[src/rtl/z80_vram_port.sv]
// z80_vram_port: Z80 I/O-write to VRAM write queue bridge in the clk64 domain. Rev 1.0
// Optional build macro VRAM_AUTOINC_EN: value writes post-increment vram_addr.
`default_nettype none

module z80_vram_port #(
   parameter logic [7:0] ADDR_IO_ADDR_LOW  = 8'h40,
   parameter logic [7:0] ADDR_IO_ADDR_HIGH = ADDR_IO_ADDR_LOW + 8'd1,
   parameter logic [7:0] VALUE_IO_ADDR     = ADDR_IO_ADDR_HIGH + 8'd1,
   parameter int         FIFO_DEPTH        = 4
) (
   input  logic        clk64,
   input  logic        rst_n,
   input  logic        IORQ,
   input  logic        WR,
   input  logic [7:0]  A,
   input  logic [7:0]  D,
   output logic        wr_valid,
   input  logic        wr_ready,
   output logic [15:0] wr_addr,
   output logic [7:0]  wr_data,
   output logic [15:0] vram_addr,
   output logic [4:0]  fifo_level,
   output logic        overflow,
   input  logic        clr_overflow
);

   localparam int         PTR_W   = (FIFO_DEPTH > 1) ? $clog2(FIFO_DEPTH) : 1;
   localparam logic [4:0] DEPTH_L = 5'(FIFO_DEPTH);

   logic             iorq_s1, iorq_s2;
   logic             wr_s1, wr_s2;
   logic [7:0]       a_s1, a_s2;
   logic [7:0]       d_s1, d_s2;

   logic             strobe;
   logic             stb_q;
   logic [7:0]       port_q;
   logic [7:0]       data_q;

   logic             hit_lo, hit_hi, hit_val;
   logic             full, pop, push_ok, drop;

   logic [23:0]      mem [FIFO_DEPTH];
   logic [PTR_W-1:0] wr_ptr, rd_ptr;
   logic [4:0]       level;
   logic [23:0]      head;

   // Strobe/control stages reset inactive so release never fakes a WR rising edge
   always_ff @(posedge clk64) begin
      if (!rst_n) begin
         iorq_s1 <= 1'b1;
         iorq_s2 <= 1'b1;
         wr_s1   <= 1'b1;
         wr_s2   <= 1'b1;
         a_s1    <= 8'h00;
         a_s2    <= 8'h00;
         d_s1    <= 8'h00;
         d_s2    <= 8'h00;
      end else begin
         iorq_s1 <= IORQ;
         iorq_s2 <= iorq_s1;
         wr_s1   <= WR;
         wr_s2   <= wr_s1;
         a_s1    <= A;
         a_s2    <= a_s1;
         d_s1    <= D;
         d_s2    <= d_s1;
      end
   end

   assign strobe = wr_s1 & ~wr_s2 & ~iorq_s2;

   // One capture stage so the register/FIFO update lands two edges after WR rise is seen
   always_ff @(posedge clk64) begin
      if (!rst_n) begin
         stb_q  <= 1'b0;
         port_q <= 8'h00;
         data_q <= 8'h00;
      end else begin
         stb_q  <= strobe;
         port_q <= a_s2;
         data_q <= d_s2;
      end
   end

   assign hit_lo  = stb_q && (port_q == ADDR_IO_ADDR_LOW);
   assign hit_hi  = stb_q && (port_q == ADDR_IO_ADDR_HIGH);
   assign hit_val = stb_q && (port_q == VALUE_IO_ADDR);

   always_ff @(posedge clk64) begin
      if (!rst_n) begin
         vram_addr <= 16'h0000;
      end else if (hit_lo) begin
         vram_addr[7:0] <= data_q;
      end else if (hit_hi) begin
         vram_addr[15:8] <= data_q;
`ifdef VRAM_AUTOINC_EN
      end else if (hit_val) begin
         vram_addr <= vram_addr + 16'd1;
`endif
      end
   end

   assign full     = (level == DEPTH_L);
   assign wr_valid = (level != 5'd0);
   assign pop      = wr_valid & wr_ready;
   // A pop frees the slot this same edge, so a full queue still accepts
   assign push_ok  = hit_val & (~full | pop);
   assign drop     = hit_val & full & ~pop;

   always_ff @(posedge clk64) begin
      if (push_ok) begin
         mem[wr_ptr] <= {vram_addr, data_q};
      end
   end

   always_ff @(posedge clk64) begin
      if (!rst_n) begin
         wr_ptr <= '0;
         rd_ptr <= '0;
         level  <= 5'd0;
      end else begin
         if (push_ok) begin
            wr_ptr <= wr_ptr + 1'b1;
         end
         if (pop) begin
            rd_ptr <= rd_ptr + 1'b1;
         end
         case ({push_ok, pop})
            2'b10:   level <= level + 5'd1;
            2'b01:   level <= level - 5'd1;
            default: level <= level;
         endcase
      end
   end

   // A new drop outranks a clear requested on the same edge
   always_ff @(posedge clk64) begin
      if (!rst_n) begin
         overflow <= 1'b0;
      end else if (drop) begin
         overflow <= 1'b1;
      end else if (clr_overflow) begin
         overflow <= 1'b0;
      end
   end

   assign head       = mem[rd_ptr];
   assign wr_addr    = wr_valid ? head[23:8] : 16'h0000;
   assign wr_data    = wr_valid ? head[7:0]  : 8'h00;
   assign fifo_level = level;

endmodule

`default_nettype wire

[config.mk]
export PLATFORM = sky130hd
export DESIGN_NAME = z80_vram_port
export DESIGN_NICKNAME = d
export VERILOG_FILES = /design/src/rtl/z80_vram_port.sv
export SDC_FILE = /design/constraint.sdc
export NUM_CORES = 1
export LEC_CHECK = 0
export ABC_AREA = 1
export CAP_MARGIN = 20
export CELL_PAD_IN_SITES_DETAIL_PLACEMENT = 1
export CELL_PAD_IN_SITES_GLOBAL_PLACEMENT = 2
export CORE_UTILIZATION = 30
export CTS_BUF_LIST = sky130_fd_sc_hd__clkbuf_2 sky130_fd_sc_hd__clkbuf_4 sky130_fd_sc_hd__clkbuf_8
export CTS_CLUSTER_SIZE = 16
export DETAILED_ROUTE_END_ITERATION = 10
export DONT_BUFFER_PORTS = 1
export GPL_TIMING_DRIVEN = 0
export PLACE_DENSITY = 0.67
export SYNTH_ARGS = -nofsm -noshare
export SYNTH_HDL_FRONTEND = slang
export SYNTH_SLANG_ARGS = --single-unit
export TNS_END_PERCENT = 50
[constraint.sdc]
create_clock -name clk64 -period 4.55 [get_ports clk64]
set_input_delay 0.91 -clock clk64 [delete_from_list [all_inputs] [get_ports clk64]]
set_output_delay 0.91 -clock clk64 [all_outputs]
set_load 0.03 [all_outputs]
Yosys cells after proc, flatten, opt, wreduce, memory -nomap -nowiden
Memory sizes are Yosys's and may differ from the RTL's. A register that Yosys moved wholly into a read port is not among the register bits.
Cells that the tools add are included.
- add/subtract/negate cells: 4
- multiplexer cells: 9
- equal/unequal tests: 6
- reduce and logical (&&, ||, !) cells: 7
- bitwise gates (word level): 12
- operators with widths (operator ; count):
    8-bit by 7-bit equality test with 1-bit output, second input constant ; 3
    16-bit two-way mux ; 1
    5-bit case mux with 2 select lines ; 1
    8-bit two-way mux ; 1
    1-bit bitwise AND ; 6
    5-bit by 1-bit adder with 5-bit output, second input constant ; 1
    5-bit by 3-bit equality test with 1-bit output, second input constant ; 1
    1-bit NOT ; 5
    5-bit nonzero test ; 1
    5-bit by 1-bit subtractor with 5-bit output, second input constant ; 1
    2-bit by 1-bit adder with 2-bit output, second input constant ; 2
    1-bit two-way mux ; 4
    2-bit two-way mux ; 2
    2-bit nonzero test ; 2
    1-bit logical AND ; 3
    2-bit by 1-bit equality test with 1-bit output, second input constant ; 1
    2-bit equality test, second input constant ; 1
    2-bit AND reduction ; 1
    1-bit bitwise OR ; 1
- word-level logic and storage cells: 56
- output and inout bits: 47
- memories: 1
- input port bits: 22
- bits in writable memories: 96
- flip-flop bits (word level): 79
- memories (name ; words ; bits a word ; read ports ; clocked after memory_dff ; wr ports ; line ; source):
    mem ; 4 ; 24 ; 1 ; 1 ; 1 ; 43 ; logic [23:0] mem [FIFO_DEPTH];

Longest topological paths before layout
Gate-level depths: netlist of run 1.
- depth after elaboration: 6
- mapped depth: 15
- gate-level depth less buffers: 15

Worst setup path after synthesis of run 1
OpenSTA, ideal clock, no wires.
- path type: input to register
- start point: input wr_ready
- end point: memory mem[0][0], enable pin
- setup time: 0.405 ns
- buffers on the path: 0
- data arrival time: 2.276 ns
- data required time: 4.145 ns
- stages on the path: 4
- slack: 1.869 ns
- cell sequence: nor2_1 > nand3_1 > nand2_1 > nor2_1
- longest elaborated chain between the ends: 5
- ends and longest elaborated chain (what ; line ; source):
    from (decl) ; 18 ; input logic wr_ready,
    1-bit bitwise AND ; 106 ; assign pop = wr_valid & wr_ready;
    1-bit bitwise OR ; 108 ; assign push_ok = hit_val & (~full | pop);
    1-bit bitwise AND ; 108 ;
    1-bit two-way mux ; 112 ; if (push_ok) begin
    1-bit two-way mux (implied by the code) ; 113 ; mem[wr_ptr] <= {vram_addr, data_q};
    to (decl) ; 43 ;
Every way passes these cells.

Worst setup path after layout of run 1
- start point: register level[0], in the netlist fifo_level[0]
- end point: output wr_data[0]
- longest elaborated chain between the ends: 2
- ends and longest elaborated chain (what ; line ; source):
    from (decl) ; 45 ; logic [4:0] level;
    from (signal assigned) ; 130 ; 2'b10: level <= level + 5'd1;
    from (signal assigned) ; 131 ; 2'b01: level <= level - 5'd1;
    from (signal assigned) ; 132 ; default: level <= level;
    5-bit nonzero test ; 105 ; assign wr_valid = (level != 5'd0);
    net wr_valid ; 17 ; output logic wr_valid,
    8-bit two-way mux ; 150 ; assign wr_data = wr_valid ? head[7:0] : 8'h00;
    to (decl) ; 20 ; output logic [7:0] wr_data,
The timed path passes the listed nets, and every way through them passes these cells.

==> key figures, run 1 <==
Logic synthesis
  • Net Count, Synth: around 650
  • Synth top area share: 0.442
  • Cells after Synth: ~620
  • Synth Area in Simple Gates: 0.140
  • Mux contribution to synthesized area: 0
  • FF+latch count, synth: about 180
  • Synth Area in Compound Gates: 0.0857
  • Ranking of synthesized cells by area: edfxtp_1 (44%), dfxtp_1 (25%), nor2_1 (7.1%)
  • Synth cell types: 30
  • Seq/Total Area, Yosys: 0.690
  • Synth Area in XOR/XNOR: 0.00268
  • Cell taking the most area after synthesis: edfxtp_1
  • YS warnings: 0
  • Mapped Area: between 0.006 and 0.007 mm^2
  • Largest family of logic cells by synthesized area: simple AND/OR/NAND/NOR gates
  • Post-synthesis adder-cell area fraction: 0.0165
  • Syn_area_per_cell: 10.6 um^2

Clocking
  • Num CTS Buffers: 17
  • Resize count post-CTS: 0
  • Clock root cell: clkbuf_8
  • Clock-pin transition on the worst setup and hold timing paths: about 0.08 ns
  • Hold_buf cts: 0
  • Clock Latency Late Sink: 0.46 ns
  • CTS tree: yes
  • Max Buffers Root-to-Sink: 2
  • Clock Sinks: ~180
  • H-Tree Depth: 4
  • Buffer count from post-CTS setup fixing: 0

Routing
  • Final WL: about 15000 um
  • Post-DR wirelength/cell: about 16 um
  • Antenna Nets Post-Route: 0
  • Number of remaining DRC errors: 0
  • DRT iter0 DRCs: 220
  • Router iterations before antenna repair: 4
  • Routed vias/inst: roughly 4.5
  • Total number of vias: 4147

Place
  • # port buffers: 0
  • Post-DP HPWL: between 10000 and 15000 um
  • Placer Congestion: ~0.72

Cells and area
  • Commonest cells after routing, fill and taps aside: nor2_1 (120), edfxtp_1 (96), dfxtp_1 (81), inv_1 (76), o21ai_0 (67)
  • Nets: 669
  • Register area: between 0.004 and 0.005 mm^2
  • Antenna diodes: 0
  • Share of layout cells above drive strength 1: 0.109
  • Multi-input gate area: between 0.0015 and 0.002 mm^2
  • Fillers: 2364
  • Commonest non-fill, non-tap cell in the layout: nor2_1
  • Area Overhead vs Synth: 11.9%

Power and ir drop
  • Total power: about 2.7 mW
  • VDD IR max: around 0.17 mV
  • PD cells: between 300 and 400 mW/mm^2
  • Leakage Power: approximately 3 nW

Floorplan
  • Initial Util: 0.308
  • IO Pins: about 70
  • Die Area: 0.0223 mm^2
  • Die Ht: about 150 um
  • Die width: ~150 um
  • Core Area: between 0.02 and 0.025 mm^2
  • Cell Rows: 53

STA
  • Tcrit/Tclk final: 0.778
  • Final-report hold violation count: 0
  • Worst slew pin tran: 0.856 ns
  • Fmax: approximately 280 MHz
  • Rel. slew slack: 0.428
  • Final setup fails: 0
  • Fin Setup TNS: 0 ns
  • Clk_skew: roughly 0.011 ns
  • Fin. max-slew vios: 0
  • RSZ-0062 raised after global routing: no
  • Final min period: roughly 3.5 ns

Critical path
  • Setup slack, reg-to-reg: around 2.0 ns
  • Arrival @ worst endpoint: between 2 and 3 ns
  • Critical Path RT: roughly 3.6 ns
  • Crit path capture type: primary output
  • CP startpoint kind: flop
  • Max FO, Critical Path: 10
  • CP Class: reg -> out

Run
  • Max cap viols: 0

Run status
  • Status: complete, no violations

GRT
  • Total track usage: 0.144
  • Largest net degree at the start of global routing: 25
  • Initial antenna violation count: 0
  • Vias in the first global route: roughly 4300
  • First-pass GRT wire length: 23700 um
  • Grt ovf: 0

Min path
  • Hold WC Path Type: reg -> reg
## final timing paths
check / startpoint / to / depth (start not counted)
max reg2reg: fifo_level[0] / mem[1][3] / 5
min: iorq_s2 / stb_q / 1
min reg2reg: iorq_s2 / stb_q / 1
max: fifo_level[0] / wr_data[0] / 5
## synthesized netlist by cell type
cell        n
clkbuf_1    9
nor4_4      1
o22ai_1     1
nor2_4      1
dfxtp_1    81
nand2_1    63
nor2_1    124
buf_6       1
edfxtp_1   96
nor4_1      1
buf_2      10
nand2_2     2
o21bai_1    1
a21oi_1    42
and3_1      1
nor3_2      1
fa_1        1
buf_1       3
nand2_4     3
nand4_1     1
or2_2       3
inv_1      76
inv_2       3
buf_4       3
nor2_2      2
o21ai_0    67
nand3_2     3
ha_1        7
xor2_1      2
nand3_1     8
## layer usage
layer / wire, um / GRT usage / up-vias
li1: - / - / 2041
met5: 0 / 0 / -
met3: 825 / 0.0457 / 21
met4: 277 / 0.0592 / 0
met2: 7440 / 0.243 / 81
met1: 6620 / 0.170 / 2004
## kinds of logic (layout without fill, tap and decap cells)
family | Yosys count | after routing
compound gates | 111 | 111
xor+xnor | 2 | 2
simple gates | 214 | 214
flops | 177 | 177
fa+ha+maj | 8 | 8
buf+inv | 105 | 140
## where the power goes
| part | leakage (nW) | switching, mW | total [mW] | internal, mW |
|---|---|---|---|---|
| clock network | 0.192 | 0.550 | 1.02 | 0.469 |
| logic | 1.19 | 0.0248 | 0.0363 | 0.0115 |
| registers | 1.70 | 0.00861 | 1.69 | 1.69 |
| total | 3.08 | 0.584 | 2.75 | 2.17 |
## worst max-delay path, stage by stage (launching register included)
cell and delay [ns]:
dfxtp_1 0.68, nor2_2 0.10, nand3_2 0.24, inv_1 0.23
buf_2 0.27, a21oi_1 0.65
## final cells by class
class / instances / area share
clock inverter: 10 / 0.0116
timing repair buffer: 3 / 0.00788
multi-input combinational: 335 / 0.220
sequential: 177 / 0.617
tap: 275 / 0.0471
buffer: 26 / 0.0176
inverter: 79 / 0.0406
clock buffer: 22 / 0.0380
## state kept, by name (all words and copies together) (netlist names), named ones only
| signal | cells |
|---|---|
| mem | 96 |
| vram_addr | 16 |
| a_s1 | 8 |
| a_s2 | 8 |
| d_s1 | 8 |
| d_s2 | 8 |
| data_q | 8 |
| port_q | 8 |
| fifo_level | 5 |
| rd_ptr | 2 |
| wr_ptr | 2 |
| iorq_s1 | 1 |
| iorq_s2 | 1 |
| overflow | 1 |
| stb_q | 1 |
| wr_s1 | 1 |
| wr_s2 | 1 |
## per-stage QoR
step                      instance area (um^2)  setup slack, ns   util  instances  hold slack [ns]
after floorplan                           6530             1.87      -        617            0.374
after global placement                    6870            0.897  0.325        892            0.388
after detailed placement                  6940             1.42  0.328        895            0.399
after CTS                                 7300            0.904  0.345        927            0.411
after global routing                      7300            0.803  0.345        927            0.430
final                                     7300             1.01  0.345        927            0.403
No activity file was read; power rests on OpenSTA's default activity.
==> run 2: changes to the inputs <==
--- a/config.mk
+++ b/config.mk
@@ -15,7 +15,7 @@
 export DETAILED_ROUTE_END_ITERATION = 10
 export DONT_BUFFER_PORTS = 1
 export GPL_TIMING_DRIVEN = 0
-export PLACE_DENSITY = 0.67
+export PLACE_DENSITY = 0.7
 export SYNTH_ARGS = -nofsm -noshare
 export SYNTH_HDL_FRONTEND = slang
 export SYNTH_SLANG_ARGS = --single-unit
==> constraint.sdc (replaced) <==
create_clock -name clk64 -period 2.8 [get_ports clk64]
set_input_delay 0.56 -clock clk64 [delete_from_list [all_inputs] [get_ports clk64]]
set_output_delay 0.56 -clock clk64 [all_outputs]
set_load 0.03 [all_outputs]
==> run 2 against run 1 <==
  * First-iteration DRC count down 9.1%
  * Register-to-register slack got worse by 1.6 ns
  * Critical path depth unchanged
  * Global-route usage is 0.095 points higher
  * Final cell count grew 0.22%
  * Design area is 4.7% higher
  * Largest power group unchanged
  * Via count up 0.80%
  * Sequential share of layout area shrank 2.6 points
==> key figures, run 2 (synthesis results as in run 1) <==
Cells and area
  • Util after Layout: 0.362 (+0.0162)
  • Area Overhead vs Synth: 17.2%
  • Antenna diodes: 0 (unchanged)
  • Finished layout cell area: 0.00765 mm^2 (+4.7%)
  • Max FFs per register: 96 (unchanged)
  • Fillers: 2309 (-2.3%)
  • Share of layout cells above drive strength 1: 0.154 (+0.0455)
  • Nets: 671 (+0.30%)
  • Commonest non-fill, non-tap cell in the layout: nor2_1
  • Regs by FF count: mem: 96 flops, vram_addr: 16 flops
  • Commonest cells after routing, fill and taps aside: nor2_1 (120), edfxtp_1 (96), dfxtp_1 (76), inv_1 (75), o21ai_0 (67)
  • Largest register by flop count: mem

Clocking
  • Clock Sinks: 177 (unchanged)
  • Clock Latency Late Sink: 0.46 ns (about the same)
  • Num CTS Buffers: 17 (unchanged)
  • H-Tree Depth: 4 (unchanged)
  • Hold_buf cts: 0 (unchanged)
  • Clock-pin transition on the worst setup and hold timing paths: 0.10 ns (+0.02 ns)
  • Max Buffers Root-to-Sink: 2 (unchanged)
  • CTS tree: yes
  • Clock root cell: clkbuf_8

Routing
  • Routed vias/inst: 4.50 (+0.58%)
  • Number of remaining DRC errors: 0 (unchanged)
  • Router iterations before antenna repair: 4 (unchanged)
  • Total number of vias: 4180 (+0.80%)
  • Antenna Nets Post-Route: 0 (unchanged)
  • DRT iter0 DRCs: 200 (-9.1%)
  • Post-DR wirelength/cell: 16.5 um (+0.88%)
  • Final WL: 15300 um (+1.1%)

Power and ir drop
  • Net Sw Frac: 0.234 (+0.0219)
  • Leakage Power: 3.13 nW (+1.7%)
  • PD cells: 599 mW/mm^2 (+59%)
  • Switching power total: 1.07 mW (+84%)
  • P_int: 3.51 mW (+62%)
  • Comb pwr share: 0.013 (about the same)
  • VDD IR max: 0.299 mV (+80%)
  • Clock share of power: 0.386 (+0.015)
  • Sequential power share: 0.601 (-0.015)

STA
  • Final-report hold violation count: 0 (unchanged)
  • Final worst slack: 0.117 ns (-0.893 ns)
  • Rel. slew slack: 0.427 (-0.000544)
  • Fmax: between 300 and 400 MHz
  • Worst slew pin tran: 0.858 ns (+0.00192 ns)
  • RSZ-0062 raised after global routing: yes
  • Fin. max-slew vios: 0 (unchanged)
  • Final setup fails: 0 (unchanged)
  • Clk_skew: 0.0127 ns (+0.00168 ns)
  • Final min period: 2.68 ns
  • Tcrit/Tclk final: 0.958
  • WHS: 0.185 ns (-0.218 ns)

Run status
  • Status: complete, no violations

Critical path
  • Critical Path RT: 2.24 ns (-1.40 ns)
  • Crit-path max cell delay: 0.55 ns (-0.13 ns)
  • Arrival @ worst endpoint: 2.12 ns (-0.51 ns)
  • Cell Chain, Critical Path: nor2_1, nand3_4, clkinvlp_4, buf_4, a21oi_1
  • CP Class: reg -> out
  • Crit path capture type: primary output
  • Critical path's slowest cell: a21oi_1
  • Crit path buf inv count: 2 (unchanged)
  • CP startpoint kind: flop
  • Max FO, Critical Path: 6 (-4)
  • Kind of cell adding the most delay to the critical path: compound AO/OA/AOI/OAI gates

Place
  • Post-DP Area: 0.00699 mm^2 (+0.68%)
  • Post-place setup slack: -0.0189 ns (-1.44 ns)
  • Post-DP HPWL: 10700 um (+1.4%)
  • Placer Congestion: 0.720 (+0.14%)
  • # port buffers: 0 (unchanged)

GRT
  • Largest net degree at the start of global routing: 19 (-24%)
  • First-pass GRT wire length: 23900 um (+1.1%)
  • Initial antenna violation count: 0 (unchanged)
  • Vias in the first global route: 4364 (+0.81%)
  • Total track usage: 0.145 (+0.000945)
  • Grt ovf: 0 (unchanged)

Floorplan
  • Die Ht: 149 um (unchanged)
  • Initial Util: 0.308 (unchanged)
  • Core Area: 0.0212 mm^2 (unchanged)
  • Die width: 149 um (unchanged)
  • Die Area: 0.0223 mm^2 (unchanged)
  • IO Pins: 69 (unchanged)
  • Cell Rows: 53 (unchanged)

Min path
  • Hold WC Path Type: in -> reg

Run
  • Max cap viols: 0 (unchanged)
-- run 2: cell count changes in the layout (fill, tap and decap cells not counted), moves of 4 or more --
cell / previous run / this run
a21oi_1: 42 / 22
a21oi_4: 0 / 20
clkbuf_4: 4 / 0
clkinv_2: 4 / 0
dfxtp_1: 81 / 76
dfxtp_2: 0 / 4
inv_6: 1 / 5
-- run 2: cell type report --
cell class / count / area, um^2 / area share
buffer: 26 / 135 / 0.0177
clock buffer: 17 / 234 / 0.0306
clock inverter: 15 / 165 / 0.0216
inverter: 79 / 300 / 0.0393
multi-input combinational: 335 / 1840 / 0.240
sequential: 177 / 4510 / 0.590
tap: 275 / 344 / 0.0450
timing repair buffer: 5 / 118 / 0.0154
-- run 2: path summary, 6_finish.rpt --
kind / from / end / slack (ns) / depth (start not counted)
max: fifo_level[3] / wr_addr[1] / 0.12 / 5
min: A[3] / a_s1[3] / 0.18 / 2
max reg2reg: fifo_level[3] / fifo_level[4] / 0.35 / 13
min reg2reg: iorq_s2 / stb_q / 0.40 / 1
-- run 2: layer usage --
metal	up-vias	global-route usage	routed length, um
met5	-	0	0
met4	0	0.0398	172
met3	18	0.0454	824
met2	76	0.256	7820
met1	2040	0.169	6500
li1	2046	-	-
-- run 2: through the flow --
stage | power, mW | cells | setup TNS, ns
floorplan | 2.85 | 617 | 0
global placement | 2.87 | 892 | -63.55
detailed placement | 2.88 | 896 | -0.0268
CTS | 4.63 | 929 | 0
global route | 4.74 | 929 | -0.0338
finish | 4.58 | 929 | 0
-- run 2: power groups by stage --
stage / sequential [mW] / clock, mW / combinational [mW]
global placement: 2.81 / 0 / 0.0585
floorplan: 2.81 / 0 / 0.0461
detailed placement: 2.81 / 0 / 0.0610
global route: 2.76 / 1.91 / 0.0715
finish: 2.75 / 1.76 / 0.0597
CTS: 2.75 / 1.82 / 0.0620
-- run 2: what timing repair did --
action | 4_1_cts | 5_1_grt
endpoints found under the setup margin | 24 | 13
gates resized for setup | 50 | 2
setup buffers | 1 | 0
pin swaps | 0 | 0
==> run 3: changes to the inputs <==
--- a/config.mk
+++ b/config.mk
@@ -9,13 +9,14 @@
 export CAP_MARGIN = 20
 export CELL_PAD_IN_SITES_DETAIL_PLACEMENT = 1
 export CELL_PAD_IN_SITES_GLOBAL_PLACEMENT = 2
-export CORE_UTILIZATION = 30
+export CORE_UTILIZATION = 38
 export CTS_BUF_LIST = sky130_fd_sc_hd__clkbuf_2 sky130_fd_sc_hd__clkbuf_4 sky130_fd_sc_hd__clkbuf_8
 export CTS_CLUSTER_SIZE = 16
 export DETAILED_ROUTE_END_ITERATION = 10
 export DONT_BUFFER_PORTS = 1
 export GPL_TIMING_DRIVEN = 0
-export PLACE_DENSITY = 0.7
+export PLACE_DENSITY = 0.83
+export SLEW_MARGIN = 0
 export SYNTH_ARGS = -nofsm -noshare
 export SYNTH_HDL_FRONTEND = slang
 export SYNTH_SLANG_ARGS = --single-unit
==> run 3 against run 2 <==
  * Non-clock buffer count decreased by 1
  * Critical path depth unchanged
  * Flip-flop and latch count unchanged
  * Clock skew increased by 0.00066 ns
  * Maximum frequency increased by 0.15%
  * Power increased by 1.3%
  * Largest power group unchanged
  * Combinational power decreased by 1%
  * Clock power increased by 4%
==> key figures, run 3 (synthesis results as in run 1) <==
Cells and area
  • Commonest non-fill, non-tap cell in the layout: nor2_1
  • Register area: 0.00451 mm^2 (unchanged)
  • Commonest cells after routing, fill and taps aside: nor2_1 (120), edfxtp_1 (96), inv_1 (77), dfxtp_1 (76), o21ai_0 (67)
  • Multi-input gate area: 0.00173 mm^2 (-6.1%)
  • Antenna diodes: 0 (unchanged)
  • Util after Layout: 0.446 (+0.0847)
  • Area Overhead vs Synth: 14.2%
  • Share of layout cells above drive strength 1: 0.152 (-0.00283)
  • Largest register by flop count: mem
  • Regs by FF count: mem: 96 flops, vram_addr: 16 flops
  • Fillers: 1843 (-20%)
  • Finished layout cell area: 0.00745 mm^2 (-2.6%)
  • Max FFs per register: 96 (unchanged)
  • Nets: 670 (-0.15%)

Clocking
  • Num CTS Buffers: 17 (unchanged)
  • Hold_buf cts: 0 (unchanged)
  • Clock root cell: clkbuf_8
  • Clock-pin transition on the worst setup and hold timing paths: 0.09 ns (about the same)
  • Clock Latency Late Sink: 0.46 ns (about the same)
  • H-Tree Depth: 4 (unchanged)
  • Max Buffers Root-to-Sink: 2 (unchanged)
  • CTS tree: yes
  • Clock Sinks: 177 (unchanged)

Place
  • Post-DP HPWL: 10100 um (-5.2%)
  • Placer Congestion: 0.758 (+5.3%)
  • # port buffers: 0 (unchanged)
  • Post-DP Area: 0.00690 mm^2 (-1.3%)

Floorplan
  • Initial Util: 0.391 (+0.0822)
  • Die Area: 0.0177 mm^2 (-21%)
  • Die Ht: 133 um (-11%)
  • Cell Rows: 47 (-11%)
  • Core Area: 0.0167 mm^2 (-21%)
  • Die width: 133 um (-11%)
  • IO Pins: 69 (unchanged)

Critical path
  • Kind of cell adding the most delay to the critical path: buffers and inverters
  • Max FO, Critical Path: 10 (+4)
  • Critical Path RT: 2.24 ns (about the same)
  • Arrival @ worst endpoint: 2.12 ns (about the same)
  • Critical path's slowest cell: dfxtp_2
  • Crit-path max cell delay: 0.47 ns (-0.08 ns)
  • Crit path capture type: primary output
  • Worst R2R Start: fifo_level[3]
  • Crit path buf inv count: 2 (unchanged)
  • Cell Chain, Critical Path: nor2_1, nand3_4, clkinvlp_4, buf_4, a21oi_2
  • Reg2Reg Capture Point: fifo_level[4]
  • CP Class: reg -> out
  • Setup slack, reg-to-reg: 0.38 ns (+0.03 ns)
  • Cells on worst reg2reg path: 13 (unchanged)
  • CP startpoint kind: flop

Run status
  • Status: complete, no violations

Routing
  • Number of remaining DRC errors: 0 (unchanged)
  • Total number of vias: 4151 (-0.69%)
  • Antenna Nets Post-Route: 0 (unchanged)
  • Routed vias/inst: 4.75 (+5.7%)
  • Post-DR wirelength/cell: 16.8 um (+1.6%)
  • Final WL: 14600 um (-4.5%)
  • Router iterations before antenna repair: 4 (unchanged)
  • DRT iter0 DRCs: 167 (-17%)

GRT
  • Initial antenna violation count: 0 (unchanged)
  • Total track usage: 0.176 (+0.0307)
  • Grt ovf: 0 (unchanged)
  • Largest net degree at the start of global routing: 17 (-2)
  • First-pass GRT wire length: 23100 um (-3.3%)
  • Vias in the first global route: 4395 (+0.71%)

STA
  • Clk_skew: 0.0133 ns (+0.000661 ns)
  • WHS: 0.198 ns (+0.0129 ns)
  • Rel. slew slack: 0.468 (+0.0411)
  • Fin. max-slew vios: 0 (unchanged)
  • Worst slew pin tran: 0.797 ns (-0.0617 ns)
  • RSZ-0062 raised after global routing: no
  • Final setup fails: 0 (unchanged)
  • Fmax: 373 MHz (+0.15%)
  • Final-report hold violation count: 0 (unchanged)
  • Final min period: 2.68 ns (-0.00392 ns)
  • Tcrit/Tclk final: 0.957 (-0.00140)

Min path
  • Hold Path End: a_s1[3]
  • Hold_sp: A[3]
  • Hold WC Path Type: in -> reg
  • Hold Path Depth: 2 (unchanged)

Power and ir drop
  • Total power: 4.64 mW (+1.3%)
  • Leakage Power: 3.14 nW (+0.17%)
  • VDD IR max: 0.288 mV (-3.8%)
  • PD cells: 622 mW/mm^2 (+4.0%)

Run
  • Max cap viols: 0 (unchanged)
[run 3: changes by cell type in the layout (fill, tap and decap cells not counted), sizes merged]
cell    change
clkinv      -3
bufinv      +2
clkbuf      +2
buf         -1
inv         -1
[run 3: timing repair]
action	4_1_cts	5_1_grt
setup buffers	0	0
resized for setup	31	8
endpoints found under the setup margin	24	20
[run 3: metrics by stage]
stage	setup slack (ns)	TNS (ns)	instances
after detailed placement	0.0534	0	841
after floorplan	0.333	0	617
after global placement	-0.602	-50.26	837
after global routing	0.0173	0	873
after CTS	0.00538	0	873
final	0.121	0	873
[run 3: how the worst max path moves through the flow]
stage | cells after the start | endpoint | start
2_1_floorplan | 4 | mem[0][0] | fifo_level[0]
3_3_place_gp | 4 | mem[3][7] | fifo_level[0]
3_5_place_dp | 5 | wr_addr[13] | fifo_level[0]
4_1_cts | 5 | wr_data[3] | fifo_level[3]
5_1_grt | 5 | wr_data[1] | fifo_level[3]
6_report | 5 | wr_data[5] | fifo_level[3]
[run 3: cell type report]
type                            count  share of cell area
Tap cell                          220              0.0369
Inverter                           79              0.0403
Sequential cell                   177               0.606
Multi-Input combinational cell    335               0.232
Clock buffer                       19              0.0351
Buffer                             26              0.0183
Timing Repair Buffer                4              0.0114
Clock inverter                     13              0.0208
[run 3: per-layer routing]
layer  vias up  wire (um)  global-route usage
met5         -          0                   0
met4         0        259              0.0658
met3        19        769              0.0506
met2        89       7490               0.317
met1      1996       6120               0.196
li1       2047          -                   -
[run 3: power by group]
group,switching (mW),internal [mW],leakage (nW)
Combinational,0.0402,0.0189,1.21
Clock,0.892,0.933,0.226
Sequential,0.0145,2.74,1.70
Total,0.947,3.69,3.14
